<file path="config.mk">
export PLATFORM = sky130hd
export DESIGN_NAME = ysyx_23060191_ifu_flat
export DESIGN_NICKNAME = d
export VERILOG_FILES = /design/src/rtl/ysyx_23060191_ifu_pkg.sv /design/src/rtl/ysyx_23060191_ifu_if.sv /design/src/rtl/ysyx_23060191_ifu.sv /design/src/flat_wrapper.sv
export SDC_FILE = /design/constraint.sdc
export NUM_CORES = 1
export LEC_CHECK = 0
export CORE_ASPECT_RATIO = 2
export CORE_MARGIN = 2
export CORE_UTILIZATION = 30
export CTS_BUF_LIST = sky130_fd_sc_hd__clkbuf_4 sky130_fd_sc_hd__clkbuf_8
export CTS_CLUSTER_DIAMETER = 120
export DETAILED_ROUTE_END_ITERATION = 6
export GPL_ROUTABILITY_DRIVEN = 0
export MAX_ROUTING_LAYER = met4
export SYNTH_ARGS = -nofsm -noshare
export SYNTH_HDL_FRONTEND = slang
export SYNTH_SLANG_ARGS = --single-unit
</file>
<file path="constraint.sdc">
create_clock -name clk -period 2.6 [get_ports clk]
set_input_delay 0.26 -clock clk [delete_from_list [all_inputs] [get_ports clk]]
set_output_delay 0.26 -clock clk [all_outputs]
set_load 0.02 [all_outputs]
</file>
<file path="src/rtl/ysyx_23060191_ifu_pkg.sv">
// Shared IFU definitions: datapath width, default boot address and FSM encoding.
package ysyx_23060191_ifu_pkg;

    localparam int unsigned CPU_WIDTH        = 32;
    localparam logic [31:0] RESET_PC_DEFAULT = 32'h8000_0000;

    typedef enum logic [1:0] {
        ST_BOOT = 2'd0,
        ST_RUN  = 2'd1,
        ST_HALT = 2'd2
    } ifu_state_e;

endpackage

</file>
<file path="src/rtl/ysyx_23060191_ifu_if.sv">
// IFU bundle: instruction-memory port, EXU redirect/halt inputs and IDU handoff.
interface ysyx_23060191_ifu_if
    import ysyx_23060191_ifu_pkg::*;
#(
    parameter int unsigned W = CPU_WIDTH
);
    logic [W-1:0]  mem_pc;
    logic          mem_rd_en;
    logic [W-1:0]  mem_inst;
    logic          redirect_valid;
    logic [W-1:0]  redirect_pc;
    logic          halt_req;
    logic          out_valid;
    logic          out_ready;
    logic [W-1:0]  out_inst;
    logic [W-1:0]  out_pc;
    logic [31:0]   fetch_cnt;
    logic          halted;

    modport master (
        output mem_pc, mem_rd_en, out_valid, out_inst, out_pc, fetch_cnt, halted,
        input  mem_inst, redirect_valid, redirect_pc, halt_req, out_ready
    );

    modport slave (
        input  mem_pc, mem_rd_en, out_valid, out_inst, out_pc, fetch_cnt, halted,
        output mem_inst, redirect_valid, redirect_pc, halt_req, out_ready
    );
endinterface

</file>
<file path="src/rtl/ysyx_23060191_ifu.sv">
// Instruction fetch unit: BOOT/RUN/HALT sequencer with a one-entry output register
// towards IDU, redirect flush and halt freeze.
module ysyx_23060191_ifu
    import ysyx_23060191_ifu_pkg::*;
#(
    parameter int unsigned W        = CPU_WIDTH,
    parameter logic [W-1:0] RESET_PC = W'(RESET_PC_DEFAULT)
) (
    input  logic                       clk,
    input  logic                       rst,
    ysyx_23060191_ifu_if.master        bus
);

    ifu_state_e    state_q, state_d;
    logic [W-1:0]  pc_q, pc_d;
    logic          out_valid_q, out_valid_d;
    logic [W-1:0]  out_inst_q, out_inst_d;
    logic [W-1:0]  out_pc_q, out_pc_d;
    logic [31:0]   fetch_cnt_q, fetch_cnt_d;

    logic          fetch_go;
    logic          handoff;
    logic          active;
    logic [W-1:0]  redirect_aligned;

    // State register
    always_ff @(posedge clk) begin
        if (rst) begin
            state_q <= ST_BOOT;
        end else begin
            state_q <= state_d;
        end
    end

    // Next-state logic: halt is sticky until reset
    always_comb begin
        state_d = state_q;
        unique case (state_q)
            ST_BOOT: state_d = bus.halt_req ? ST_HALT : ST_RUN;
            ST_RUN:  if (bus.halt_req) state_d = ST_HALT;
            ST_HALT: state_d = ST_HALT;
            default: state_d = ST_BOOT;
        endcase
    end

    // FSM outputs
    always_comb begin
        fetch_go = !rst && (state_q == ST_RUN) && !bus.halt_req && !bus.redirect_valid
                   && (!out_valid_q || bus.out_ready);
        bus.mem_rd_en = fetch_go;
        bus.halted    = (state_q == ST_HALT);
    end

    // Datapath: halt beats redirect, redirect beats fetch
    always_comb begin
        active           = (state_q != ST_HALT);
        handoff          = out_valid_q && bus.out_ready;
        redirect_aligned = bus.redirect_pc & ~W'(3);

        pc_d        = pc_q;
        out_valid_d = out_valid_q;
        out_inst_d  = out_inst_q;
        out_pc_d    = out_pc_q;
        fetch_cnt_d = fetch_cnt_q;

        if (active && handoff) begin
            fetch_cnt_d = fetch_cnt_q + 32'd1;
        end

        if (!active) begin
            out_valid_d = 1'b0;
        end else if (bus.halt_req) begin
            out_valid_d = 1'b0;
        end else if (bus.redirect_valid) begin
            pc_d        = redirect_aligned;
            out_valid_d = 1'b0;
        end else if (fetch_go) begin
            out_inst_d  = bus.mem_inst;
            out_pc_d    = pc_q;
            out_valid_d = 1'b1;
            pc_d        = pc_q + W'(4);
        end else if (handoff) begin
            out_valid_d = 1'b0;
        end
    end

    always_ff @(posedge clk) begin
        if (rst) begin
            pc_q        <= RESET_PC;
            out_valid_q <= 1'b0;
            out_inst_q  <= '0;
            out_pc_q    <= '0;
            fetch_cnt_q <= '0;
        end else begin
            pc_q        <= pc_d;
            out_valid_q <= out_valid_d;
            out_inst_q  <= out_inst_d;
            out_pc_q    <= out_pc_d;
            fetch_cnt_q <= fetch_cnt_d;
        end
    end

    assign bus.mem_pc    = pc_q;
    assign bus.out_valid = out_valid_q;
    assign bus.out_inst  = out_inst_q;
    assign bus.out_pc    = out_pc_q;
    assign bus.fetch_cnt = fetch_cnt_q;

endmodule

</file>
<file path="src/flat_wrapper.sv">
// flat-port wrapper written by rule: the top's interface ports become plain ports
module ysyx_23060191_ifu_flat import ysyx_23060191_ifu_pkg::*;
#(
    parameter int unsigned W        = CPU_WIDTH,
    parameter logic [W-1:0] RESET_PC = W'(RESET_PC_DEFAULT)
)
  (clk, rst, bus_mem_pc, bus_mem_rd_en, bus_out_valid, bus_out_inst, bus_out_pc, bus_fetch_cnt, bus_halted, bus_mem_inst, bus_redirect_valid, bus_redirect_pc, bus_halt_req, bus_out_ready);
  ysyx_23060191_ifu_if #(.W(W)) bus_i ();
  input  logic clk;
  input  logic rst;
  output wire logic [$bits(bus_i.mem_pc)-1:0] bus_mem_pc;
  output wire logic [$bits(bus_i.mem_rd_en)-1:0] bus_mem_rd_en;
  output wire logic [$bits(bus_i.out_valid)-1:0] bus_out_valid;
  output wire logic [$bits(bus_i.out_inst)-1:0] bus_out_inst;
  output wire logic [$bits(bus_i.out_pc)-1:0] bus_out_pc;
  output wire logic [$bits(bus_i.fetch_cnt)-1:0] bus_fetch_cnt;
  output wire logic [$bits(bus_i.halted)-1:0] bus_halted;
  input wire logic [$bits(bus_i.mem_inst)-1:0] bus_mem_inst;
  input wire logic [$bits(bus_i.redirect_valid)-1:0] bus_redirect_valid;
  input wire logic [$bits(bus_i.redirect_pc)-1:0] bus_redirect_pc;
  input wire logic [$bits(bus_i.halt_req)-1:0] bus_halt_req;
  input wire logic [$bits(bus_i.out_ready)-1:0] bus_out_ready;
  assign bus_mem_pc = bus_i.mem_pc;
  assign bus_mem_rd_en = bus_i.mem_rd_en;
  assign bus_out_valid = bus_i.out_valid;
  assign bus_out_inst = bus_i.out_inst;
  assign bus_out_pc = bus_i.out_pc;
  assign bus_fetch_cnt = bus_i.fetch_cnt;
  assign bus_halted = bus_i.halted;
  assign bus_i.mem_inst = bus_mem_inst;
  assign bus_i.redirect_valid = bus_redirect_valid;
  assign bus_i.redirect_pc = bus_redirect_pc;
  assign bus_i.halt_req = bus_halt_req;
  assign bus_i.out_ready = bus_out_ready;
  ysyx_23060191_ifu #(.W(W), .RESET_PC(RESET_PC)) u_core (.clk(clk), .rst(rst), .bus(bus_i));
endmodule
</file>
### After elaboration in Yosys (flattened, before gate mapping)

Cells that the tools add are included.
W data, S select, Z words.

* register bits: 131
* bits of input ports: 69
* output and inout port bits: 131
* logic and storage cells: 39

* $add $sub $neg: 2
* eq/ne operators: 4
* muxes and demuxes: 7
* bitwise gates (word level): 3
* reductions and logical operators: 17

Operator list (number)
* $mux W32: 2
* $add A32 B1 Y32 const B: 1
* $add A32 B3 Y32 const B: 1
* $logic_and A1 B1 Y1: 6
* $pmux W2 S3: 1
* $logic_not A1 Y1: 4
* $mux W2: 2
* $ne A2 B2 Y1 const B: 2
* $reduce_and A4 Y1: 1
* $reduce_bool A2 Y1: 2
* $reduce_or A4 Y1: 1
* $not A1 Y1: 3
* $reduce_and A3 Y1: 1
* $eq A2 B1 Y1 const B: 1
* $eq A2 B2 Y1 const B: 1
* $logic_not A2 Y1: 1
* $mux W1: 2
* $logic_or A1 B1 Y1: 1

### Logic depth before layout (Yosys ltp)

Gate-level depths: netlist of run 1.

* word-level depth: 7
* gate-level depth with buffers: 8
* depth with buffers taken out: 7

### Worst setup path after synthesis of run 1

No wires, ideal clock.

* path type: reg-to-reg
* from: register u_core.state_q[0]
* to: register u_core.fetch_cnt_q[18], in the netlist u_core.bus.fetch_cnt[18]
* setup time: 128 ps
* arrival time: 1883 ps
* data required time: 2472 ps
* setup slack: 590 ps
* cell stages (with the launch flop): 9
* period minus slack after synthesis: 2010 ps
* path through: dfxtp_1 > inv_1 > ha_1 > and4b_1 > nand4_4 > buf_2 > nor3_1 > xnor2_1 > nor2_1

* word-level cells in the longest chain between the ends: 2

Ends and longest elaborated chain
* start: declaration: RTL line ysyx_23060191_ifu.sv:14 `ifu_state_e state_q, state_d;`
* start signal: assignment: RTL line ysyx_23060191_ifu.sv:31 `state_q <= state_d;`
* $ne A2 B2 Y1: RTL line ysyx_23060191_ifu.sv:56 `active = (state_q != ST_HALT);`
* $logic_and A1 B1 Y1: RTL line ysyx_23060191_ifu.sv:66 `if (active && handoff) begin`
* end signal: assignment: RTL line ysyx_23060191_ifu.sv:99 `fetch_cnt_q <= fetch_cnt_d;`
* end: declaration: RTL line ysyx_23060191_ifu.sv:19 `logic [31:0] fetch_cnt_q, fetch_cnt_d;`

No other way between the ends.
A chain may end at the register's enable or synchronous reset.

### Worst setup path after layout of run 1

* from: register u_core.state_q[0]
* to: register u_core.fetch_cnt_q[12], in the netlist u_core.bus.fetch_cnt[12]

Same word-level chain as after synthesis.

==> impl_metrics.csv, run 1 <==
group,metric,value,unit
cells_and_area,syn_to_final_growth,47.7,%
global_route,first_global_vias,5671,
placement,portBuffers,193,
sta,fmax,444,MHz
sta,relSlewSlack,0.484,
global_route,grt_overflow,0,
detailed_routing,dr_total_vias,5928,
min_path,hold_path_class,"in2reg",
floorplanning,design.die.area,20600,sq um
status,status,"finished, final reports clean",
setup_path,crit_required,2960,ps
sta,setup_tns,0,ps
clock_network,cts_buffers,17,
power,p_per_area,560,nW/um^2
detailed_routing,post_drt_wl_per_cell,16.1,um
setup_path,cpPeakStageDelay,530,ps
detailed_routing,drt_iter0_drc,261,
floorplanning,die_h,201,um
floorplanning,rows,72,
placement,dpl.hpwl,13.9,mm
cells_and_area,instances_no_fill,1201,
power,finalPower,4.82,mW
placement,dp.cells,1169,
sta,final-setup-viol-count,0,
power,peakVddDrop,0.000316,V
global_route,antenna_found_initial,0,
detailed_routing,drcViolationCount,0,
clock_network,cts_setup_buffers,0,
yosys,synth_edf_count,0,
floorplanning,core_area,19200,sq um
sta,fin_skew,13.2,ps
clock_network,cts_max_level,4,
clock_network,cts-root-buf,"clkbuf_8",
cells_and_area,antenna_cells,0,
clock_network,insertion_delay,450,ps
setup_path,r2r_cells,6,
detailed_routing,routed_wl,19.3,mm
clock_network,cts_max_path_buffers,2,
clock_network,cts.sinks,127,
setup_path,worst-path-max-fanout,15,
sta,layout_min_cycle_time,2250,ps
clock_network,clkSlewWorstSetupHoldPaths,70,ps
flow_run,cap_violations,0,
sta,min_period_over_period,0.866,
yosys,yosysWarnings,0,
floorplanning,start_util,0.304,
setup_path,arrival,2610,ps
global_route,grtUsageTotal,0.193,
yosys,syn_area,5830,sq um
detailed_routing,drtPass1Iterations,4,
detailed_routing,vias_per_cell,4.94,
sta,slew_viol_final,0,
cells_and_area,mostFrequentLayoutCells,"clkdlybuf4s50_1, nand2_1, dfxtp_1, a21oi_1, nor2_1",
sta,hold_viol_final,0,
yosys,synth_ff_type,"dfxtp_1",
cells_and_area,drive_gt1_frac,0.0881,
setup_path,end_kind,"flop",
clock_network,cts_tree,"yes",
cells_and_area,final_util,0.448,
yosys,yosysUniqueCellTypes,58,
cells_and_area,final_nets,1004,
yosys,ys_ff_latch,127,
yosys,ys_seq_area_frac,0.436,
detailed_routing,ant_nets,0,
global_route,grt_max_degree,65,
clock_network,ctsHoldBuffers,0,
floorplanning,io-pin-count,200,
power,leakage,2.97,nW
setup_path,crit_path_top_delay_cell,"or3_2",
setup_path,startpoint_type,"flop",
setup_path,path_cells,"inv_1, ha_1, and4b_1, nand4_4, or3_2, a21oi_1",
setup_path,path_class,"reg2reg",
sta,worst_pin_slew,774,ps
cells_and_area,final_common_cell,"clkdlybuf4s50_1",
min_path,min_path_cells,2,
yosys,synthCells,734,
clock_network,post_cts_resized,0,
yosys,avgSynthCellArea,7.94,sq um
floorplanning,dieWidth,103,um
yosys,async_flop_share,0,
global_route,grt_pass1_wl,29.9,mm
sta,rsz0062_at_grt,"false",
-- critical path: cells and delay by family (launching register included) --
kind / cells / cell delay (ps)
AO/OA/AOI/OAI: 1 / 160
adder cells (fa/ha/maj): 1 / 310
buffers and inverters: 1 / 80
flip-flops: 1 / 390
AND/OR/NAND/NOR: 3 / 1230
-- cell usage after synthesis, types with 4 or more instances --
cell type	count	area, sq um
clkbuf_1	35	131
o22ai_1	8	50.1
mux2i_1	11	110
ha_1	6	75.1
nor2_1	71	267
xnor2_1	13	114
buf_2	7	35.0
and4_1	5	43.8
or3_1	5	31.3
o21ai_0	16	80.1
nand2_1	159	597
nor4_1	7	43.8
nor3_2	4	40.0
a32o_1	8	80.1
a22oi_1	7	52.6
nand4_1	21	131
xor2_1	15	131
dfxtp_1	127	2540
buf_4	4	30.0
and3_1	9	56.3
inv_1	10	37.5
and2_1	6	37.5
a21oi_1	86	430
nand3_1	20	100
a31oi_1	11	68.8
nor3_1	14	70.1
-- final cells by class --
| class | instances | area, sq um |
|---|---|---|
| tap | 259 | 324 |
| sequential | 127 | 2540 |
| timing repair buffer | 223 | 2150 |
| multi-input combinational | 550 | 3040 |
| inverter | 10 | 37.5 |
| clock buffer | 18 | 248 |
| fill | 1913 | 10600 |
| clock inverter | 14 | 262 |
-- path summary, 6_finish.rpt --
path	start	endpoint	slack, ps
worst max register to register	u_core.state_q[0]$_SDFFE_PP0P_	u_core.bus.fetch_cnt[12]$_SDFFE_PP0P_	350
worst min-delay path	rst	u_core.state_q[1]$_SDFFE_PP0P_	40
worst max-delay path	u_core.state_q[0]$_SDFFE_PP0P_	u_core.bus.fetch_cnt[12]$_SDFFE_PP0P_	350
worst min register to register	u_core.bus.out_inst[17]$_SDFFE_PP0P_	u_core.bus.out_inst[17]$_SDFFE_PP0P_	450
-- report_power, final --
part | leakage [nW] | switching (mW) | internal (mW)
clock network | 0.249 | 0.849 | 1.36
logic | 1.69 | 0.293 | 0.270
registers | 1.03 | 0.0613 | 1.99
total | 2.97 | 1.20 | 3.62
-- metrics by stage --
| stage | worst slack [ps] | area, sq um | hold slack, ps |
|---|---|---|---|
| final | 348 | 8600 | 43.4 |
| after global routing | 181 | 8600 | 27.8 |
| after CTS | 328 | 8600 | 3.83 |
| after detailed placement | 320 | 8100 | 445 |
| after global placement | 325 | 8100 | 441 |
| after floorplan | 590 | 5840 | 339 |
-- logic make-up after synthesis --
kind of cell	count (synthesis)	share of synthesized area
flip-flops	127	0.436
buffers and inverters	60	0.0440
XOR/XNOR	28	0.0421
other	1	0.000644
adder cells (fa/ha/maj)	6	0.0129
AO/OA/AOI/OAI	158	0.163
multiplexers	11	0.0189
AND/OR/NAND/NOR	343	0.282
-- flip-flops by register name (all words and copies together) (netlist names) --
name                  count
u_core.bus.out_inst      32
u_core.bus.out_pc        30
u_core.state_q            2
u_core.bus.mem_pc        30
u_core.bus.fetch_cnt     32
u_core.bus.out_valid      1
-- layer usage --
| metal | share of wire | vias up | GRT usage | wire (um) |
|---|---|---|---|---|
| met5 | 0 | - | - | 0 |
| li1 | - | 2937 | - | - |
| met1 | 0.37 | 2749 | 0.198 | 7200 |
| met2 | 0.55 | 204 | 0.347 | 10600 |
| met4 | 0.035 | 0 | 0.0852 | 675 |
| met3 | 0.044 | 38 | 0.0320 | 847 |
Power figures use the tool's default switching activity.
==> inputs of run 2 (changes only) <==
--- a/config.mk
+++ b/config.mk
@@ -5,6 +5,7 @@
 export SDC_FILE = /design/constraint.sdc
 export NUM_CORES = 1
 export LEC_CHECK = 0
+export CAP_MARGIN = 20
 export CORE_ASPECT_RATIO = 2
 export CORE_MARGIN = 2
 export CORE_UTILIZATION = 30
==> results of run 2 <==
Final layout, timing and power as in run 1 (identical DEF).
==> inputs of run 3 (changes only) <==
--- a/config.mk
+++ b/config.mk
@@ -14,6 +14,7 @@
 export DETAILED_ROUTE_END_ITERATION = 6
 export GPL_ROUTABILITY_DRIVEN = 0
 export MAX_ROUTING_LAYER = met4
+export SLEW_MARGIN = 20
 export SYNTH_ARGS = -nofsm -noshare
 export SYNTH_HDL_FRONTEND = slang
 export SYNTH_SLANG_ARGS = --single-unit
==> constraint.sdc (replaced) <==
create_clock -name clk -period 1.88 [get_ports clk]
set_input_delay 0.188 -clock clk [delete_from_list [all_inputs] [get_ports clk]]
set_output_delay 0.188 -clock clk [all_outputs]
set_load 0.02 [all_outputs]
==> run 3 against run 2 <==
Compared with the run above:
- die area unchanged
- first-iteration DRC count up 3.1%
- count of clock-buffer cells in the layout up 3
- worst setup slack worse by 300 ps
- utilization up 3.9 points
- final area up 8.7%
- critical path depth up 3
- sequential share of layout area down 2.3 points
- routed wire length up 7.2%
- sequential power up 38%
- largest cell class unchanged
- largest power group is now registers
==> impl_metrics.csv, run 3 (synthesis gave the netlist of run 1 again) <==
group,metric,value,unit
setup_path,worst-path-max-fanout,13,
cells_and_area,fin_area,9360,sq um
cells_and_area,instances_no_fill,1272,
cells_and_area,mostFrequentLayoutCells,"clkdlybuf4s50_1, nand2_1, dfxtp_1, buf_4, a21oi_1",
clock_network,insertion_delay,460,ps
floorplanning,core_area,19200,sq um
global_route,antenna_found_initial,0,
detailed_routing,vias_per_cell,4.89,
power,peakVddDrop,0.000533,V
placement,dpl.hpwl,15.0,mm
global_route,grt_overflow,0,
cells_and_area,fillers,1893,
clock_network,cts_buffers,17,
setup_path,ff2ff_setup_slack,50,ps
floorplanning,rows,72,
floorplanning,io-pin-count,200,
floorplanning,design.die.area,20600,sq um
cells_and_area,drive_gt1_frac,0.176,
sta,fmax,547,MHz
sta,fin_ws,50.9,ps
placement,dpl_cell_area,8590,sq um
power,leakage,3.64,nW
setup_path,crit_top_cell,"buf_6",
sta,min_period_over_period,0.973,
sta,rsz0062_at_grt,"true",
detailed_routing,drtPass1Iterations,4,
status,status,"finished, final reports clean",
clock_network,clkSlewWorstSetupHoldPaths,80,ps
detailed_routing,dr_total_vias,6226,
sta,final-setup-viol-count,0,
floorplanning,dieWidth,103,um
flow_run,cap_violations,0,
setup_path,end_kind,"flop",
setup_path,path_cells,"inv_2, ha_2, nor2b_4, buf_6, and4_4, buf_4, buf_6, and3_1, nor4_2",
sta,setup_tns,0,ps
floorplanning,start_util,0.304,
sta,relSlewSlack,0.646,
sta,fin_skew,10.8,ps
clock_network,cts.sinks,127,
cells_and_area,syn_to_final_growth,60.6,%
global_route,first_global_vias,6055,
clock_network,cts_tree,"yes",
setup_path,crit_required,2260,ps
clock_network,cts-root-buf,"clkbuf_8",
detailed_routing,routed_wl,20.7,mm
sta,slew_viol_final,0,
global_route,grt_max_degree,46,
detailed_routing,drcViolationCount,0,
cells_and_area,final_nets,1075,
placement,pre_cts_ws,-188,ps
sta,hold_viol_final,0,
global_route,grtUsageTotal,0.207,
cells_and_area,antenna_cells,0,
min_path,hold_path_class,"in2reg",
setup_path,arrival,2210,ps
setup_path,cpPeakStageDelay,380,ps
setup_path,crit_path_top_delay_cell,"dfxtp_4",
sta,worst_pin_slew,531,ps
cells_and_area,final_util,0.488,
floorplanning,die_h,201,um
power,p_per_area,676,nW/um^2
detailed_routing,ant_nets,0,
placement,dp.cells,1230,
placement,portBuffers,193,
sta,layout_min_cycle_time,1830,ps
setup_path,startpoint_type,"flop",
setup_path,path_class,"reg2reg",
cells_and_area,final_common_cell,"clkdlybuf4s50_1",
setup_path,critical_path_buf_inv_count,4,
clock_network,cts_max_level,4,
global_route,grt_pass1_wl,31.7,mm
setup_path,cp_top_family,"simple AND/OR/NAND/NOR gates",
detailed_routing,post_drt_wl_per_cell,16.3,um
clock_network,cts_max_path_buffers,2,
detailed_routing,drt_iter0_drc,269,
run 3: power by group:
group	leakage (nW)	internal (mW)	switching [mW]
sequential	1.03	2.75	0.0639
clock	0.211	1.42	1.15
combinational	2.40	0.478	0.467
run 3: per-layer routing:
| layer | vias to the layer above | track usage | routed length [um] |
|---|---|---|---|
| li1 | 3082 | - | - |
| met1 | 2950 | 0.214 | 7640 |
| met2 | 160 | 0.370 | 11700 |
| met3 | 34 | 0.0400 | 788 |
| met4 | 0 | 0.0862 | 614 |
| met5 | - | - | 0 |
run 3: final cells by class:
class / instances / area, sq um / area share
clock inverters: 11 / 138 / 0.0147
flip-flops and latches: 127 / 2550 / 0.273
multi-input cells: 550 / 3230 / 0.345
repair buffers: 294 / 2790 / 0.298
well taps: 259 / 324 / 0.0346
inverters: 10 / 40.0 / 0.00428
clock buffers: 21 / 283 / 0.0302
run 3: worst paths after layout:
path / start / end / depth (start not counted)
setup / recovery: u_core.state_q[1]$_SDFFE_PP0P_ / u_core.bus.mem_pc[11]$_SDFFE_PP0P_ / 9
hold / removal: rst / u_core.bus.mem_pc[31]$_SDFFE_PP1P_ / 4
setup reg to reg: u_core.state_q[1]$_SDFFE_PP0P_ / u_core.bus.mem_pc[11]$_SDFFE_PP0P_ / 9
hold reg to reg: u_core.bus.out_inst[8]$_SDFFE_PP0P_ / u_core.bus.out_inst[8]$_SDFFE_PP0P_ / 2
run 3: repair_timing:
action / in CTS / in global routing
pin swaps: 1 / 21
hold buffers: 0 / 0
cloned: 0 / 1
resized for setup: 22 / 47
endpoints found under the setup margin: 60 / 74
buffers inserted: 3 / 6
run 3: through the flow:
| stage | total power [mW] | hold WS [ps] |
|---|---|---|
| after floorplan | 3.27 | 267 |
| after global placement | 3.78 | 441 |
| after detailed placement | 3.78 | 445 |
| after CTS | 6.39 | 205 |
| after global routing | 6.60 | 241 |
| final | 6.33 | 237 |
run 3: worst register-to-register path: stages (launching register included):
cell	delay, ps
dfxtp_4	380
inv_2	40
ha_2	170
nor2b_4	130
buf_6	130
and4_4	190
buf_4	140
buf_6	140
and3_1	160
nor4_2	250
